## src/rtl/keypad_entry_ctrl.sv

```systemverilog
`default_nettype none
//==============================================================================
// Module   : keypad_entry_ctrl
// Purpose  : Sequences a 4-digit HHMM keypad entry, validates it and commits it
//            to the time or alarm register with a one-cycle load strobe.
// Revision : 1.0 - initial release
//==============================================================================
module keypad_entry_ctrl #(
    parameter int TIMEOUT_CYCLES = 1000
) (
    input  logic        clk,
    input  logic        reset,
    input  logic        set_time_btn,
    input  logic        set_alarm_btn,
    input  logic        cancel_btn,
    input  logic [15:0] keypad_values,
    input  logic        shift_pulse,
    output logic        keypad_reset_shift,
    output logic        load_time,
    output logic        load_alarm,
    output logic [15:0] entry_value,
    output logic        entry_active,
    output logic [2:0]  digit_count,
    output logic        error
);

    typedef enum logic [2:0] {
        S_IDLE    = 3'd0,
        S_CLEAR   = 3'd1,
        S_COLLECT = 3'd2,
        S_CHECK   = 3'd3,
        S_COMMIT  = 3'd4,
        S_ERROR   = 3'd5,
        S_ABORT   = 3'd6
    } state_t;

    localparam logic [15:0] c_TIMEOUT_LAST = 16'(TIMEOUT_CYCLES - 1);

    state_t      r_state;
    logic        r_set_time_q;
    logic        r_set_alarm_q;
    logic        r_cancel_q;
    logic        r_target_alarm;
    logic [15:0] r_timer;
    logic        r_reset_shift;
    logic        r_load_time;
    logic        r_load_alarm;
    logic [15:0] r_entry_value;
    logic        r_entry_active;
    logic [2:0]  r_digit_count;
    logic        r_error;

    logic        w_time_edge;
    logic        w_alarm_edge;
    logic        w_cancel_edge;
    logic        w_value_ok;

    assign w_time_edge   = set_time_btn  & ~r_set_time_q;
    assign w_alarm_edge  = set_alarm_btn & ~r_set_alarm_q;
    assign w_cancel_edge = cancel_btn    & ~r_cancel_q;

    // HH in 00..23 and MM in 00..59, each digit a legal BCD value
    assign w_value_ok = (keypad_values[15:12] <= 4'd2) &&
                        (keypad_values[11:8]  <= 4'd9) &&
                        ((keypad_values[15:12] != 4'd2) || (keypad_values[11:8] <= 4'd3)) &&
                        (keypad_values[7:4]   <= 4'd5) &&
                        (keypad_values[3:0]   <= 4'd9);

    always_ff @(posedge clk) begin
        if (reset) begin
            r_state        <= S_IDLE;
            r_set_time_q   <= 1'b0;
            r_set_alarm_q  <= 1'b0;
            r_cancel_q     <= 1'b0;
            r_target_alarm <= 1'b0;
            r_timer        <= 16'd0;
            r_reset_shift  <= 1'b0;
            r_load_time    <= 1'b0;
            r_load_alarm   <= 1'b0;
            r_entry_value  <= 16'h0000;
            r_entry_active <= 1'b0;
            r_digit_count  <= 3'd0;
            r_error        <= 1'b0;
        end else begin
            r_set_time_q  <= set_time_btn;
            r_set_alarm_q <= set_alarm_btn;
            r_cancel_q    <= cancel_btn;
            r_reset_shift <= 1'b0;
            r_load_time   <= 1'b0;
            r_load_alarm  <= 1'b0;

            case (r_state)
                S_IDLE: begin
                    if (w_time_edge || w_alarm_edge) begin
                        r_target_alarm <= ~w_time_edge;
                        r_error        <= 1'b0;
                        r_reset_shift  <= 1'b1;
                        r_entry_active <= 1'b1;
                        r_state        <= S_CLEAR;
                    end
                end
                S_CLEAR: begin
                    r_digit_count <= 3'd0;
                    r_timer       <= 16'd0;
                    r_state       <= S_COLLECT;
                end
                S_COLLECT: begin
                    // r_timer counts cycles since the last digit; a digit
                    // cycle itself counts as the first idle cycle elapsed
                    if (w_cancel_edge) begin
                        r_reset_shift  <= 1'b1;
                        r_entry_active <= 1'b0;
                        r_state        <= S_ABORT;
                    end else if (shift_pulse) begin
                        r_digit_count <= r_digit_count + 3'd1;
                        r_timer       <= 16'd1;
                        if (r_digit_count == 3'd3) begin
                            r_state <= S_CHECK;
                        end
                    end else if (r_timer == c_TIMEOUT_LAST) begin
                        r_error        <= 1'b1;
                        r_reset_shift  <= 1'b1;
                        r_entry_active <= 1'b0;
                        r_state        <= S_ABORT;
                    end else begin
                        r_timer <= r_timer + 16'd1;
                    end
                end
                S_CHECK: begin
                    r_entry_active <= 1'b0;
                    r_reset_shift  <= 1'b1;
                    if (w_value_ok) begin
                        r_entry_value <= keypad_values;
                        r_load_time   <= ~r_target_alarm;
                        r_load_alarm  <= r_target_alarm;
                        r_state       <= S_COMMIT;
                    end else begin
                        r_error <= 1'b1;
                        r_state <= S_ERROR;
                    end
                end
                S_COMMIT, S_ERROR, S_ABORT: begin
                    r_digit_count <= 3'd0;
                    r_state       <= S_IDLE;
                end
                default: begin
                    r_state <= S_IDLE;
                end
            endcase
        end
    end

    assign keypad_reset_shift = r_reset_shift;
    assign load_time          = r_load_time;
    assign load_alarm         = r_load_alarm;
    assign entry_value        = r_entry_value;
    assign entry_active       = r_entry_active;
    assign digit_count        = r_digit_count;
    assign error              = r_error;

endmodule
`default_nettype wire

```

## config.mk

```make
export PLATFORM = sky130hd
export DESIGN_NAME = keypad_entry_ctrl
export DESIGN_NICKNAME = d
export VERILOG_FILES = /design/src/rtl/keypad_entry_ctrl.sv
export SDC_FILE = /design/constraint.sdc
export NUM_CORES = 1
export LEC_CHECK = 0
export CAP_MARGIN = 20
export CORE_MARGIN = 3
export CORE_UTILIZATION = 52
export CTS_CLUSTER_DIAMETER = 40
export DETAILED_ROUTE_END_ITERATION = 16
export GPL_ROUTABILITY_DRIVEN = 0
export PLACE_DENSITY = 0.81
export REMOVE_ABC_BUFFERS = 1
export SETUP_SLACK_MARGIN = 0.05
export SYNTH_ARGS = -nofsm -noshare
export SYNTH_HDL_FRONTEND = slang
export SYNTH_SLANG_ARGS = --single-unit
export TNS_END_PERCENT = 20
```

## constraint.sdc

```tcl
create_clock -name clk -period 3 [get_ports clk]
set_input_delay 0.6 -clock clk [delete_from_list [all_inputs] [get_ports clk]]
set_output_delay 0.6 -clock clk [all_outputs]
set_load 0.02 [all_outputs]
```

==> metrics, run 1 <==
status=finished, final reports clean; share of flip-flops with an asynchronous set or reset=0; Final Hold Fails=0; overflow left after global routing=0; synthesized flop and latch total=47; Required @ worst endpoint=3.18 ns; Die Height=71.1 um; Post-synth EDFFs=0; sequence of cells on the critical path=ha_1 > nor3b_1 > nand4_4 > o311ai_4 > mux2i_1 > nor2_1; Placement Rows=23; path type of the worst setup path=reg2reg; worst hold path class=reg2reg; max-cap viol count=0; synth top area cells=dfxtp_1 43%, mux2i_1 6.8%, nor2_1 5.3%; leading area contributor after synthesis=dfxtp_1; post-synth cell types=slightly below 50; TritonCTS clock tree=built; clock root buffer master=clkbuf_8; number of global-route vias before repair=between 1.5k and 2k; Leakage Power=0.958 nW; worst supply voltage drop on vdd=between 0.2 and 0.3 mV; TNS Setup=0 ns; drt wl/cell=~15 um; Core Area=0.00406 mm2; H-tree levels=2; Final Cycle Share=0.739; data arrival time at the worst-slack endpoint=between 2 and 2.5 ns; CP Capture Type=flip-flop; vias after detailed routing=1,815; Clk Latency, worst-skew pair=between 0.2 and 0.3 ns; antenna diode instance count=0; Area Growth Syn to Fin=25.5%; Post-CTS Setup Repair Bufs=0; quantity of hold-fixing buffers added after cts=0; wire length of the first global-routing pass=8.29 mm; CP max stage delay=around 0.56 ns; # port buffers=45; vias per cell=5.52; highest net fanout along the worst path=14; Reg2Reg Launch Point=r_timer[0]$_SDFFE_PP0P_; detailed router's first-iteration violation count=between 100 and 150; HPWL Detailed=about 3.5 mm; overall die width=71.1 um; DRC=0; Ports=46; area of the die=0.00506 mm2; maximum clock frequency=about 450 MHz; Clk pin slew, worst setup/hold paths=0.08 ns; total CTS buffers=5; post-synthesis cell area=0.00221 mm2; startpoint of the worst setup timing path=r_timer[0]$_SDFFE_PP0P_; Post-Syn Instances=235; post-synth top area share=0.427; Antenna Nets Post-Route=0; initial cell density of the core=0.544; Worst Skew=roughly 0.0036 ns; final setup violation count=0; proportion of synthesized chip area in sequential cells=0.427; hold slack=0.441 ns; Max transition margin=0.299; first-pass iteration count of the detailed router=4; power density relative to cell area=~480 mW/mm2; maximum number of pins on one net before global-route repair=29; main flop type after synthesis=dfxtp_1; share of final-layout standard cells stronger than drive strength 1=0.0860; total track usage=0.204; CP max stage cell=o311ai_4; pin slew with the least headroom to its limit=about 1.0 ns; number of cells upsized or downsized after cts=0; max-slew violation total from the final report=0; TritonCTS sink count=47; CP Launch Type=flip-flop; total of warnings raised by yosys=0; min-delay src=r_target_alarm$_SDFFE_PP0P_; number of nets in the finished design=303; fin crit period=2.22 ns; RSZ-0062 raised after global routing=no; Synth Area per Inst=9.39 um2; total wire length=4.79 mm; antenna violations before repair=0; clk buf depth=2
-- power by group --
group / internal [W] / switching [W] / total, W
clock: 0.000210 / 0.000198 / 0.000409
combinational: 0.000109 / 0.000130 / 0.000238
sequential: 0.000646 / 0.0000330 / 0.000679
-- sequential cells by signal, summed over array words and instances (netlist names) --
signal	flops
load_alarm	1
digit_count	3
entry_active	1
error	1
entry_value	16
r_set_time_q	1
r_target_alarm	1
r_set_alarm_q	1
r_state	3
keypad_reset_shift	1
load_time	1
r_timer	16
r_cancel_q	1
-- layout make-up --
| type | instances | area, um2 |
|---|---|---|
| timing repair buffer | 49 | 480 |
| inverter | 6 | 22.5 |
| tap | 50 | 62.6 |
| sequential | 47 | 941 |
| multi-input combinational | 169 | 1160 |
| clock buffer | 8 | 100 |
| fill | 339 | 1290 |
-- logic make-up after synthesis --
logic type               Yosys count  share of synthesized area
multiplexers                      15                     0.0681
AO/OA/AOI/OAI                     43                      0.144
XOR/XNOR                           8                     0.0318
adder cells (fa/ha/maj)            3                     0.0170
buffers and inverters             19                     0.0476
AND/OR/NAND/NOR                  100                      0.265
flip-flops                        47                      0.427
-- final timing paths --
| check | slack, ns | to | depth (start not counted) |
|---|---|---|---|
| max reg2reg | 0.78 | r_timer[0]$_SDFFE_PP0P_ | 6 |
| min reg2reg | 0.44 | load_time$_SDFF_PP0_ | 1 |
| min | 0.44 | load_time$_SDFF_PP0_ | 1 |
| max | 0.78 | r_timer[0]$_SDFFE_PP0P_ | 6 |
-- synthesized netlist by cell type (2+ instances only) --
master    number
o211ai_1       2
or3_1          3
buf_2          3
o21a_1         2
xnor2_1        7
a21oi_1       11
o31ai_1        2
inv_1          6
buf_4          2
a31oi_1        3
nor3_1         4
nand2_1       13
o21ai_0        4
nand4_1        3
or4_1          2
a211oi_1       4
nand3_1       12
nand2b_1       3
buf_6          3
ha_1           3
o21ai_1        3
dfxtp_1       47
mux2i_1       15
nor4b_4        2
nor4_1         3
and3_1         3
nor2_1        31
and4_1         2
o211a_1        3
nor2b_1        7
clkbuf_1       5
nor3b_1        5
-- layout by cell type (no fill, tap or decap), types with 4 or more instances in the layout --
cell type / n
a21oi_1: 11
dfxtp_1: 47
nor3b_1: 5
mux2i_1: 15
buf_4: 4
clkbuf_8: 7
o21ai_0: 4
nor2b_1: 6
inv_1: 6
nor2_1: 31
nand2_1: 13
clkdlybuf4s50_1: 45
nand3_1: 12
a211oi_1: 4
xnor2_1: 7
nor3_1: 4
-- layer usage --
layer | share of wire | vias up | global-route usage
met5 | 0 | - | 0
met1 | 0.48 | 854 | 0.269
met4 | 0.013 | 0 | 0.0626
met3 | 0.034 | 5 | 0.0426
met2 | 0.47 | 33 | 0.337
li1 | - | 923 | -
-- per-stage QoR --
stage                     instance area [um2]  power [W]  utilization  worst slack (ns)  instances
after global routing                     2770    0.00139        0.682             0.590        329
after detailed placement                 2670   0.000930        0.658             0.571        321
after floorplan                          2120   0.000833            -             0.396        222
after CTS                                2770    0.00134        0.682             0.776        329
after global placement                   2670   0.000928        0.658             0.644        321
final                                    2770    0.00133        0.682             0.782        329
-- critical path, delay by kind of cell, from the launching register on --
family / cells / cell delay, ns
multiplexers: 1 / 0.25
flip-flops: 1 / 0.45
AO/OA/AOI/OAI: 1 / 0.56
adder cells (fa/ha/maj): 1 / 0.26
AND/OR/NAND/NOR: 3 / 0.58
Note: power is estimated with default switching activity, not from simulation.
==> run 2, diff against run 1 <==
--- a/config.mk
+++ b/config.mk
@@ -7,11 +7,11 @@
 export LEC_CHECK = 0
 export CAP_MARGIN = 20
 export CORE_MARGIN = 3
-export CORE_UTILIZATION = 52
+export CORE_UTILIZATION = 50
 export CTS_CLUSTER_DIAMETER = 40
 export DETAILED_ROUTE_END_ITERATION = 16
 export GPL_ROUTABILITY_DRIVEN = 0
-export PLACE_DENSITY = 0.81
+export PLACE_DENSITY = 0.78
 export REMOVE_ABC_BUFFERS = 1
 export SETUP_SLACK_MARGIN = 0.05
 export SYNTH_ARGS = -nofsm -noshare
==> constraint.sdc (replaced) <==
create_clock -name clk -period 2.2 [get_ports clk]
set_input_delay 0.44 -clock clk [delete_from_list [all_inputs] [get_ports clk]]
set_output_delay 0.44 -clock clk [all_outputs]
set_load 0.02 [all_outputs]
==> run 2 against run 1 <==
Sequential share of layout area down 1.7 points. Maximum frequency up 17%. Clock skew up 0.0048 ns. Register-to-register slack worse by 0.48 ns. Combinational power up 69%. Clock-buffer cell count down 2. Routed wire length up 4.1%. Setup slack worse by 0.48 ns.
==> metrics, run 2 (same netlist as run 1, synthesis figures left out) <==
status=finished, final reports clean (unchanged); Worst Skew=0.00844 ns (was 0.00363 ns); maximum clock frequency=528 MHz (was 451 MHz); CP max stage delay=0.35 ns (was 0.56 ns); CP Capture Type=flip-flop (unchanged); HPWL Detailed=3.71 mm (was 3.46 mm); total CTS buffers=5 (unchanged); min-delay src=r_target_alarm$_SDFFE_PP0P_ (unchanged); worst hold path class=reg2reg (unchanged); startpoint of the worst setup timing path=r_timer[1]$_SDFFE_PP0P_ (was r_timer[0]$_SDFFE_PP0P_); vias after detailed routing=1,891 (was 1,815); Final Hold Fails=0 (unchanged); clk buf depth=2 (unchanged); TritonCTS clock tree=built (unchanged); total track usage=0.205 (was 0.204); logic depth of the worst register-to-register path=7 (was 6); CP max stage cell=dfxtp_1 (was o311ai_4); share of final-layout standard cells stronger than drive strength 1=0.139 (was 0.0860); overall die width=72.4 um (was 71.1 um); buffers and inverters on the worst path=1 (was 0); Reg2Reg Launch Point=r_timer[1]$_SDFFE_PP0P_ (was r_timer[0]$_SDFFE_PP0P_); Die Height=72.4 um (was 71.1 um); CP Launch Type=flip-flop (unchanged); clock root buffer master=clkbuf_8 (unchanged); most common cell after layout, fill and taps aside=dfxtp_1 (unchanged); wire length of the first global-routing pass=8.45 mm (was 8.29 mm); worst supply voltage drop on vdd=0.442 mV (was 0.294 mV); number of nets in the finished design=319 (was 303); Reg2Reg Setup Slack=0.31 ns (was 0.78 ns); fin crit period=1.89 ns (was 2.22 ns); first-pass iteration count of the detailed router=4 (unchanged); number of global-route vias before repair=1,773 (was 1,774); area of the die=0.00524 mm2 (was 0.00506 mm2); vias per cell=5.48 (was 5.52); RSZ-0062 raised after global routing=no (unchanged); max-cap viol count=0 (unchanged); crit path capture=r_timer[0]$_SDFFE_PP0P_ (unchanged); data arrival time at the worst-slack endpoint=2.09 ns (was 2.40 ns); Core Area=0.00412 mm2 (was 0.00406 mm2); hold slack=0.463 ns (was 0.441 ns); dpl cell area=0.00278 mm2 (was 0.00267 mm2); drt wl/cell=14.4 um (was 14.6 um); # port buffers=45 (unchanged); H-tree levels=2 (unchanged); Area Growth Syn to Fin=32.3% (was 25.5%); Clk pin slew, worst setup/hold paths=0.09 ns (was 0.08 ns); TritonCTS sink count=47 (unchanged); path type of the worst setup path=reg2reg (unchanged); final setup violation count=0 (unchanged); initial cell density of the core=0.536 (was 0.544); max-slew violation total from the final report=0 (unchanged); sequence of cells on the critical path=ha_1 > nor3b_1 > nand4_4 > o311ai_4 > buf_12 > mux2i_1 > nor2_1 (was ha_1 > nor3b_1 > nand4_4 > o311ai_4 > mux2i_1 > nor2_1); power density relative to cell area=672 mW/mm2 (was 479 mW/mm2); overflow left after global routing=0 (unchanged); pin slew with the least headroom to its limit=0.456 ns (was 1.05 ns); antenna diode instance count=0 (unchanged); Placement Rows=23 (unchanged); Leakage Power=1.05 nW (was 0.958 nW); critical path depth=7 (was 6); Antenna Nets Post-Route=0 (unchanged); maximum number of pins on one net before global-route repair=29 (unchanged); fillers=321 (was 339); Final Cycle Share=0.861 (was 0.739); Clk Latency, worst-skew pair=0.30 ns (was 0.29 ns); Crit Reg-Reg Endpoint=r_timer[0]$_SDFFE_PP0P_ (unchanged); Max transition margin=0.693 (was 0.299); CP top delay family=simple AND/OR/NAND/NOR gates (unchanged); top library cells by usage in the layout, fill and taps aside=47 x dfxtp_1, 45 x clkdlybuf4s50_1, 31 x nor2_1, 19 x buf_4, 15 x mux2i_1 (was 47 x dfxtp_1, 45 x clkdlybuf4s50_1, 31 x nor2_1, 15 x mux2i_1, 13 x nand2_1); highest net fanout along the worst path=14 (unchanged); Ports=46 (unchanged); total wire length=4.98 mm (was 4.79 mm); number of cells upsized or downsized after cts=0 (unchanged); Required @ worst endpoint=2.39 ns (was 3.18 ns); antenna violations before repair=0 (unchanged); detailed router's first-iteration violation count=156 (was 113); cell area after layout=0.00292 mm2 (was 0.00277 mm2); DRC=0 (unchanged)
-- run 2: cell types whose count changed in the layout (fill, tap and decap cells not counted) --
cell / previous run / this run
bufinv_16: 0 / 1
buf_12: 0 / 1
clkbuf_8: 7 / 6
buf_4: 4 / 19
clkbuf_1: 1 / 0
clkinv_2: 0 / 1
-- run 2: worst min path at each step --
stage / end / slack (ns) / depth (start not counted)
floorplan: load_time$_SDFF_PP0_ / 0.40 / 1
global placement: load_time$_SDFF_PP0_ / 0.43 / 1
detailed placement: load_time$_SDFF_PP0_ / 0.44 / 1
CTS: load_time$_SDFF_PP0_ / 0.45 / 1
global route: load_time$_SDFF_PP0_ / 0.49 / 1
finish: load_time$_SDFF_PP0_ / 0.46 / 1
-- run 2: cell type report --
cell class | count | area [um2] | area share
multi-input combinational | 169 | 1160 | 0.398
sequential | 47 | 941 | 0.322
timing repair buffer | 65 | 613 | 0.210
clock buffer | 6 | 82.6 | 0.0283
tap | 50 | 62.6 | 0.0214
clock inverter | 2 | 35.0 | 0.0120
inverter | 6 | 22.5 | 0.00772
-- run 2: repair_timing --
item	CTS	global route
hold buffers	0	0
endpoints found under the setup margin	0	2
endpoints found under the hold margin	0	0
buffers inserted	0	1
-- run 2: power by group --
group / switching, W / internal [W]
Combinational: 0.000212 / 0.000189
Sequential: 0.0000217 / 0.000881
Clock: 0.000288 / 0.000368
Total: 0.000522 / 0.00144
-- run 2: metrics by stage --
stage	setup TNS [ns]	power (W)	utilization	setup WS [ns]	cells
finish	0	0.00196	0.709	0.305	345
floorplan	-3.67	0.00114	-	-0.244	222
global route	0	0.00204	0.709	0.154	345
CTS	0	0.00195	0.704	0.177	344
detailed placement	-0.0340	0.00129	0.676	-0.0171	336
global placement	0	0.00129	0.676	0.0490	336
-- run 2: metal layers --
metal,global-route usage,vias to the layer above,part of all wire,routed length [um]
met5,0,-,0,0
met4,0.0717,0,0.012,61
met3,0.0429,6,0.051,256
met2,0.306,54,0.45,2260
met1,0.293,874,0.48,2400
li1,-,957,-,-
-- run 2: worst register-to-register path, cell delays in order (launching register included) --
cell      delay, ns
dfxtp_1        0.35
ha_1           0.20
nor3b_1        0.35
nand4_4        0.16
o311ai_4       0.31
buf_12         0.17
mux2i_1        0.19
nor2_1         0.05
==> run 3, diff against run 2 <==
==> constraint.sdc (replaced) <==
create_clock -name clk -period 2.2 [get_ports clk]
set_input_delay 0.44 -clock clk [delete_from_list [all_inputs] [get_ports clk]]
set_output_delay 0.44 -clock clk [all_outputs]
set_load 0.005 [all_outputs]
==> results of run 3 <==
The final DEF is identical to that of run 2. Status: finished, final reports clean.
Main changes from that run: total power 0.00196 W -> 0.00194 W; worst IR drop on VDD 0.442 mV -> 0.441 mV
==> patch, RTL diff (flow settings as in run 2) <==
Re-encode `state_t` (7 states) as one-hot, 7 bits wide.
--- a/src/rtl/keypad_entry_ctrl.sv
+++ b/src/rtl/keypad_entry_ctrl.sv
@@ -26,10 +26,10 @@
 
-    typedef enum logic [2:0] {
-        S_IDLE    = 3'd0,
-        S_CLEAR   = 3'd1,
-        S_COLLECT = 3'd2,
-        S_CHECK   = 3'd3,
-        S_COMMIT  = 3'd4,
-        S_ERROR   = 3'd5,
-        S_ABORT   = 3'd6
+    typedef enum logic [6:0] {
+        S_IDLE    = 7'b0000001,
+        S_CLEAR   = 7'b0000010,
+        S_COLLECT = 7'b0000100,
+        S_CHECK   = 7'b0001000,
+        S_COMMIT  = 7'b0010000,
+        S_ERROR   = 7'b0100000,
+        S_ABORT   = 7'b1000000
     } state_t;
Check against the original RTL: same outputs for any inputs over 10 cycles, from zero or initial values and one cycle with reset high; not proved beyond that.
==> patch against run 2 <==
  * Clock skew is essentially flat
  * Sequential cell count grew 4
  * Routed wire length grew 2.2%
  * Synthesized cell count grew 3.8%
  * Area after synthesis grew 3.1%
  * Final area grew 2.5%
  * Count of clock-buffer cells in the layout is the same
  * Via count grew 3.2%
  * Power shrank 8.2%
  * Combinational power shrank 29%
  * Worst setup slack lost 0.17 ns
  * Largest cell class unchanged
==> patch: results <==
set metrics [dict create \
    muxShareOfSynthArea_pct 6.66 \
    startpoint_type "flop" \
    n_antenna_cell 0 \
    grt_usage_pct 20.0 \
    skew_ns 0.00873 \
    clkTransAtPathRegs_ns 0.09 \
    clock_latency_ns 0.30 \
    hold_path_class "reg2reg" \
    post_cts_buffers 0 \
    htree_levels 2 \
    port_buffers 45 \
    hp-start "r_target_alarm" \
    nFillCells 324 \
    place_inst 348 \
    synth_ff_type "dfxtp_1" \
    rr_startpoint "r_state[6]" \
    ir_worst_vdd_mv 0.324 \
    finalInstanceArea_sq_um 2990 \
    antenna_found_initial 0 \
    synthTopCellsByArea "dfxtp_1 45%, mux2i_1 6.2%, nor2_1 5.8%, xnor2_1 5.4%, nand2_1 2.5%" \
    dr.pass1.iters 4 \
    first_iter_violations 109 \
    post_synth_num_cell_types 50 \
    synth_common_cells "51 x dfxtp_1, 35 x nor2_1, 15 x nand2_1, 14 x mux2i_1, 14 x xnor2_1" \
    cp.arrival_ns 2.26 \
    cts_buffer_depth 2 \
    synth_fa_ha_area_share_pct 1.65 \
    vias_per_cell 5.48 \
    grt_pass1_vias 1847 \
    synth_xor_area_share_pct 5.78 \
    cts_inserted_buffers 5 \
    setup_viol 0 \
    worstPathMaxFanout 6 \
    slew_headroom_pct 76.9 \
    ys_async_sr_fraction_pct 0 \
    status "finished clean" \
    dpl-instance-area_sq_um 2890 \
    grt_pass1_wl_microns 8470 \
    via_count 1952 \
    grt_max_degree 17 \
    p_leak_nw 1.07 \
    ys_warn_count 0 \
    place_ws_ns -0.303 \
    drive_gt1_share_pct 14.4 \
    cts_root_buffer "clkbuf_8" \
    dp_hpwl_microns 3840 \
    synth_compound_area_share_pct 8.14 \
    routed_wl_microns 5090 \
    fin_nets 330 \
    avgSynthCellArea_sq_um 9.32 \
    seq_area_frac_synth_pct 44.9 \
]
-- patch: critical path, cell delays in order, from the launching register on --
cell	delay (ns)
dfxtp_1	0.33
or4_4	0.55
or4_4	0.60
nor4b_4	0.29
xnor2_1	0.14
nor2_1	0.05
-- patch: what timing repair did --
action                     in CTS  in global routing
hold buffers                    0                  0
setup endpoints to repair       3                  8
resized for setup               1                  3
-- patch: path summary, 6_finish.rpt --
path / slack, ns / cells after the start / to
min: 0.46 / 1 / load_alarm
min reg2reg: 0.46 / 1 / load_alarm
max: 0.13 / 5 / r_timer[9]
max reg2reg: 0.13 / 5 / r_timer[9]
-- patch: logic make-up (layout without fill, tap and decap cells) --
| group | count (synthesis) | count (layout) |
|---|---|---|
| buffers and inverters | 17 | 79 |
| DFF | 51 | 51 |
| AOI/OAI and AO/OA | 29 | 29 |
| and+or+nand+nor | 114 | 114 |
| muxes | 15 | 15 |
| adders and majority gates | 3 | 3 |
| xor gates and xnor gates | 15 | 15 |
-- patch: report_power, final --
part           switching [mW]  leakage, nW  internal (mW)
logic                   0.142        0.619          0.144
registers              0.0342        0.413          0.954
clock network           0.304       0.0412          0.223
total                   0.480         1.07           1.32
-- patch: routing by layer --
metal | global-route usage (%) | up-vias | part of all wire (%)
met4 | 7.85 | 0 | 1.4
met2 | 30.6 | 50 | 47
met3 | 4.38 | 7 | 5.1
met1 | 27.2 | 914 | 47
met5 | 0 | - | 0
li1 | - | 981 | -
-- patch: final cells by class --
type                       instances  share of cell area, %
multi-input combinational        176                   40.0
sequential                        51                   34.1
timing repair buffer              66                   20.3
clock buffer                       6                   2.42
tap                               50                   2.09
inverter                           5                  0.627
clock inverter                     2                  0.418
-- patch: metrics by stage --
step	power, mW	TNS [ns]
2_1_floorplan	1.13	-0.0928
3_3_place_gp	1.28	-4.17
3_5_place_dp	1.29	-5.34
4_1_cts	1.81	0
5_1_grt	1.89	0
6_report	1.80	0
